File: config.mk
export PLATFORM = sky130hd
export DESIGN_NAME = data_mem_responder
export DESIGN_NICKNAME = d
export VERILOG_FILES = /design/src/rtl/data_mem_responder.sv
export SDC_FILE = /design/constraint.sdc
export NUM_CORES = 1
export LEC_CHECK = 0
export BUFFER_PORTS_ARGS = -buffer_cell sky130_fd_sc_hd__buf_4
export CORE_MARGIN = 2
export CORE_UTILIZATION = 45
export DETAILED_ROUTE_END_ITERATION = 10
export GPL_TIMING_DRIVEN = 1
export PLACE_DENSITY = 0.58
export SYNTH_ARGS = -nofsm -noshare
export SYNTH_HDL_FRONTEND = slang
export SYNTH_SLANG_ARGS = --single-unit
File: constraint.sdc
create_clock -name clk -period 5.9 [get_ports clk]
set_input_delay 0 -clock clk [delete_from_list [all_inputs] [get_ports clk]]
set_output_delay 0 -clock clk [all_outputs]
set_load 0.05 [all_outputs]
File: src/rtl/data_mem_responder.sv
// -----------------------------------------------------------------------------
// data_mem_responder
//
// Purpose:
//    Data-memory responder for the MEM phase of a simple CPU. It accepts one
//    word load/store request at a time. It waits a fixed number of cycles and
//    then performs the access against an internal byte-addressed, big-endian
//    memory. It answers with a single-cycle ready pulse.
//
//    The memory is built as four byte lanes, each holding DEPTH/4 bytes.
//    Lane 0 holds the most significant byte of a word, at the lowest byte
//    address. Because accesses are always word aligned (misaligned ones are
//    suppressed), a word never straddles two rows. This lets each lane map
//    onto a plain block RAM with a registered read port.
//
// Parameters:
//    DEPTH   - memory size in bytes (power of two, >= 4)
//    LATENCY - wait cycles between acceptance and response (0..15)
//
// Ports:
//    clk    in   1   single clock, everything changes on the rising edge
//    Reset  in   1   synchronous, active-low reset
//    req    in   1   request strobe, only honoured while idle
//    we     in   1   1 = store word, 0 = load word
//    addr   in  32   byte address (taken modulo DEPTH)
//    wdata  in  32   store data
//    rdata  out 32   load data, meaningful while ready = 1
//    ready  out  1   one-cycle response pulse
//    busy   out  1   high whenever a transaction is in flight
//    err    out  1   misaligned-access flag, meaningful while ready = 1
// -----------------------------------------------------------------------------
module data_mem_responder #(
   parameter int DEPTH   = 128,
   parameter int LATENCY = 2
) (
   input  logic        clk,
   input  logic        Reset,
   input  logic        req,
   input  logic        we,
   input  logic [31:0] addr,
   input  logic [31:0] wdata,
   output logic [31:0] rdata,
   output logic        ready,
   output logic        busy,
   output logic        err
);

   localparam int AW    = $clog2(DEPTH);
   localparam int WORDS = DEPTH / 4;
   localparam int IW    = (AW > 2) ? AW - 2 : 1;
   localparam logic [3:0] LAT = 4'(LATENCY);

   localparam logic [1:0] S_IDLE = 2'd0;
   localparam logic [1:0] S_WAIT = 2'd1;
   localparam logic [1:0] S_RESP = 2'd2;

   // ---------------------------------------------------------------------
   // State
   // ---------------------------------------------------------------------
   logic [1:0]    state_q, state_d;
   logic [3:0]    cnt_q, cnt_d;
   logic [AW-1:0] addr_q, addr_d;
   logic          we_q, we_d;
   logic [31:0]   wdata_q, wdata_d;
   logic          ready_q, ready_d;
   logic          err_q, err_d;

   // Access strobe plus the operands used on the access edge.
   logic          acc_fire;
   logic [AW-1:0] acc_addr;
   logic          acc_we;
   logic [31:0]   acc_wdata;
   logic          acc_misaligned;
   logic [IW-1:0] acc_index;
   logic          mem_wr;
   logic          rd_load;
   logic          rd_clear;

   // The upper address bits are discarded by design (wrap-around).
   logic          unused_addr_hi;
   assign unused_addr_hi = ^addr[31:AW];

   // ---------------------------------------------------------------------
   // Next-state logic
   // ---------------------------------------------------------------------
   always_comb begin
      state_d   = state_q;
      cnt_d     = cnt_q;
      addr_d    = addr_q;
      we_d      = we_q;
      wdata_d   = wdata_q;
      ready_d   = 1'b0;
      err_d     = 1'b0;
      acc_fire  = 1'b0;
      acc_addr  = addr_q;
      acc_we    = we_q;
      acc_wdata = wdata_q;

      case (state_q)
         S_IDLE: begin
            if (req) begin
               addr_d  = addr[AW-1:0];
               we_d    = we;
               wdata_d = wdata;
               cnt_d   = LAT;
               if (LAT == 4'd0) begin
                  // Zero latency: the access happens on the acceptance
                  // edge itself, so use the live inputs directly.
                  state_d   = S_RESP;
                  acc_fire  = 1'b1;
                  acc_addr  = addr[AW-1:0];
                  acc_we    = we;
                  acc_wdata = wdata;
                  ready_d   = 1'b1;
                  err_d     = (addr[1:0] != 2'b00);
               end else begin
                  state_d = S_WAIT;
               end
            end
         end

         S_WAIT: begin
            cnt_d = cnt_q - 4'd1;
            // The counter reaches zero on this edge: access and respond.
            if (cnt_q <= 4'd1) begin
               cnt_d    = 4'd0;
               state_d  = S_RESP;
               acc_fire = 1'b1;
               ready_d  = 1'b1;
               err_d    = (addr_q[1:0] != 2'b00);
            end
         end

         S_RESP: begin
            // Exactly one response cycle, whatever req is doing.
            state_d = S_IDLE;
         end

         default: begin
            state_d = S_IDLE;
         end
      endcase
   end

   always_ff @(posedge clk) begin
      if (!Reset) begin
         state_q <= S_IDLE;
         cnt_q   <= 4'd0;
         addr_q  <= '0;
         we_q    <= 1'b0;
         wdata_q <= 32'd0;
         ready_q <= 1'b0;
         err_q   <= 1'b0;
      end else begin
         state_q <= state_d;
         cnt_q   <= cnt_d;
         addr_q  <= addr_d;
         we_q    <= we_d;
         wdata_q <= wdata_d;
         ready_q <= ready_d;
         err_q   <= err_d;
      end
   end

   // ---------------------------------------------------------------------
   // Access decode
   // ---------------------------------------------------------------------
   assign acc_misaligned = (acc_addr[1:0] != 2'b00);

   generate
      if (AW > 2) begin : g_index
         assign acc_index = acc_addr[AW-1:2];
      end else begin : g_index_single
         assign acc_index = '0;
      end
   endgenerate

   // Reset gates the write, so reset during WAIT aborts a store cleanly.
   assign mem_wr   = acc_fire & acc_we & ~acc_misaligned & Reset;
   assign rd_load  = acc_fire & ~acc_we & ~acc_misaligned;
   assign rd_clear = acc_fire & acc_misaligned;

   // ---------------------------------------------------------------------
   // Byte lanes: lane gi holds byte address offset gi within each word,
   // i.e. data bits [31-8*gi -: 8] (big-endian).
   // ---------------------------------------------------------------------
   generate
      for (genvar gi = 0; gi < 4; gi++) begin : g_lane
         logic [7:0] lane_mem [WORDS];
         logic [7:0] rd_byte_q;

         // No reset on the array: contents survive reset.
         always_ff @(posedge clk) begin
            if (mem_wr) begin
               lane_mem[acc_index] <= acc_wdata[31-8*gi -: 8];
            end
         end

         // Registered read. It holds between loads; stores leave it alone
         // and misaligned accesses clear it.
         always_ff @(posedge clk) begin
            if (!Reset) begin
               rd_byte_q <= 8'd0;
            end else if (rd_load) begin
               rd_byte_q <= lane_mem[acc_index];
            end else if (rd_clear) begin
               rd_byte_q <= 8'd0;
            end
         end

         assign rdata[31-8*gi -: 8] = rd_byte_q;
      end
   endgenerate

   // ---------------------------------------------------------------------
   // Outputs
   // ---------------------------------------------------------------------
   assign ready = ready_q;
   assign err   = err_q;
   assign busy  = (state_q != S_IDLE);

endmodule

==> results.py <==
metrics = {
    "status": {
        "status": "finished, final reports clean",
    },
    "final_layout": {
        "multi_input_area_um2": 9395,
        "utilization_pct": 52.87,
        "regArea_um2": 32460,
        "final_nets": 2290,
        "final_cells": 3573,
        "fillers": 7253,
        "fin_area_um2": 49200,
        "n_antenna_cell": 0,
        "drive_above_1_share_pct": 29.50,
        "areaGrowthSynthToFinish_pct": 16.68,
    },
    "timing": {
        "max_freq_ghz": 0.2597,
        "hold_violations": 0,
        "hold_slack_ns": 0.04027,
        "max_slew_margin_pct": 7.434,
        "skew_ns": 0.01826,
        "timing.final.crit_period_ns": 3.850,
        "setup_slack_ns": 2.050,
        "worst_pin_slew_ns": 1.387,
        "period_share_pct": 65.25,
        "fin_setup_tns_ns": 0,
        "rsz0062_at_grt": "false",
        "drv_slew": 0,
        "setup_viol": 0,
    },
    "synthesis": {
        "async_reset_ff_share_pct": 0,
        "synth.avg_cell_area_um2": 21.27,
        "ys_types": 39,
        "yosys.area.top_type": "edfxtp_1",
        "yosysTopAreaCellShare_pct": 72.93,
        "synthTopCellsByArea": "edfxtp_1, mux4_2, dfxtp_1",
        "yosysMostFrequentCell": "edfxtp_1",
        "ys.warnings.count": 0,
        "synthTopCellsByCount": "edfxtp_1, mux4_2, nand2_1",
        "ys.flop_type": "edfxtp_1",
        "yosysSeqAreaShare_pct": 76.97,
        "syn-num-nets": 2052,
        "ys_ff_latch": 1109,
        "syn_area_um2": 42160,
        "synth_edf_count": 1024,
        "synth_cells": 1982,
    },
    "route": {
        "drc": 0,
        "routed-via-count": 20330,
        "routedWlPerCell_um": 27.64,
        "ant_nets": 0,
        "routed_wl_mm": 98.74,
        "drt_iter0_markers": 1938,
        "vias_per_cell": 5.689,
        "drt_first_pass_iters": 5,
    },
    "job": {
        "maxCapViolCount": 0,
    },
    "clock_tree": {
        "clock-sinks": 1109,
        "cts_tree": "yes",
        "path_clk_slew_ns": 0.07,
        "cts_buffer_depth": 3,
        "post_cts_buffers": 0,
        "cts_buffers": 115,
        "ctsRootBufferMaster": "clkbuf_16",
        "clock_latency_ns": 0.69,
        "htree_levels": 3,
        "holdBufCountCts": 102,
        "cts_resized": 0,
    },
    "critical_path": {
        "path_cells": "inv_1, ha_1, or2_2, nand4b_1, nor3_1, nand3_1, nor2_4, buf_4",
        "crit_type": "reg -> reg",
        "endpoint_kind": "register",
        "cp.arrival_ns": 4.22,
        "start_kind": "register",
        "critical_path.top_delay_family": "simple AND/OR/NAND/NOR gates",
        "crit_path_max_fanout": 24,
        "slowest_delay_ns": 1.02,
        "required_ns": 6.27,
        "critPathSlowestCell": "nor2_4",
        "crit_buf_inv": 2,
    },
    "floorplanning": {
        "start_util_pct": 45.31,
        "die_area_um2": 96160,
        "die_w_um": 310.1,
        "io_pins": 103,
        "rows": 112,
        "core_area_um2": 93050,
        "die_y_um": 310.1,
    },
    "place": {
        "place_congestion": 0.7617,
        "dp.cells": 3255,
        "place_area_um2": 44470,
        "dp_hpwl_mm": 56.08,
        "place_ws_ns": 2.049,
        "port_buffers": 77,
    },
    "global_routing": {
        "gr-usage-all-layers_pct": 21.08,
        "grt_max_degree": 107,
        "gr-total-overflow": 0,
        "grt_first_pass_wirelength_mm": 144.9,
        "antenna_found_initial": 3,
        "grt_pass1_vias": 21590,
    },
    "worst_hold_path": {
        "hp-class": "in -> reg",
    },
    "pwr": {
        "ir_worst_vdd_mv": 0.2364,
        "powerDensity_nw_per_um2": 341.1,
        "p_leak_nw": 15.64,
        "p_total_mw": 16.78,
    },
}
[registers in the layout, summed over array words and instances, names as in the netlist, named ones only]
register and flops:
g_lane.lane_mem 1024, acc_wdata 32, g_lane.rd_byte_q 32, acc_addr 7
cnt_q 4, state_q 2, acc_we 1, err 1
ready 1
[tightest hold or removal path: stages]
cell,delay [ns]
buf_4,0.11
inv_1,0.08
nor2_4,0.19
nand2_1,0.17
a21boi_0,0.11
[placed cells by master, fill, tap and decap left out, types with 3 or more instances in the layout]
cell and instances:
clkinv_2 14, buf_4 123, edfxtp_1 1024, o211ai_1 31, buf_12 5, mux4_2 256
clkbuf_16 119, a22oi_1 31, nor2_1 36, nor3_1 5, dfxtp_1 81, nor2b_1 4
bufinv_16 6, clkbuf_1 31, nor2_4 34, clkinv_8 3, a21boi_0 42, dfxtp_4 3
inv_1 6, nand3_1 5, clkinvlp_4 4, a21oi_1 34, inv_6 4, clkbuf_8 11
mux2_2 94, nand2b_1 4, o21ai_0 6, nand2_1 122, clkinv_1 23, mux2i_1 32
or2_2 3, dlygate4sd3_1 102
[power breakdown]
| group | switching (mW) | internal [mW] |
|---|---|---|
| registers | 0.197 | 8.66 |
| logic | 0.462 | 0.424 |
| clock network | 2.95 | 4.09 |
[cell type report]
cell class                      instances  share of cell area [%]
Clock buffer                          161                   6.597
Clock inverter                         55                  0.9258
Inverter                                6                 0.04578
Multi-Input combinational cell        758                   19.10
Sequential cell                      1109                   65.99
Tap cell                             1254                   3.189
Timing Repair Buffer                  230                   4.156
[per-layer routing]
layer	GRT usage, %	wire (um)	vias to the layer above
met4	6.831	2815	4
met1	29.62	42770	10880
met3	4.380	6510	161
met5	0	25	-
met2	33.23	46630	631
li1	-	-	8650
[final timing paths]
kind | cells past startpoint | slack (ns) | end | start
worst max-delay path | 8 | 2.05 | g_lane[2].lane_mem[14][2]$_DFFE_PP_ | cnt_q[0]$_SDFFE_PN0P_
worst min-delay path | 5 | 0.04 | register | req
worst max register to register | 8 | 2.05 | g_lane[2].lane_mem[14][2]$_DFFE_PP_ | cnt_q[0]$_SDFFE_PN0P_
worst min register to register | 2 | 0.50 | g_lane[1].rd_byte_q[6]$_SDFFE_PN0P_ | g_lane[1].rd_byte_q[6]$_SDFFE_PN0P_
[cell families (layout without fill, tap and decap cells)]
family | Yosys count | after routing | synth area share [%]
AOI/OAI and AO/OA | 149 | 149 | 2.424
adders and majority gates | 2 | 2 | 0.05934
buffers and inverters | 115 | 452 | 1.383
DFF | 1109 | 1109 | 76.97
muxes | 382 | 382 | 16.94
and+or+nand+nor | 225 | 225 | 2.223
Power figures use the tool's default switching activity.
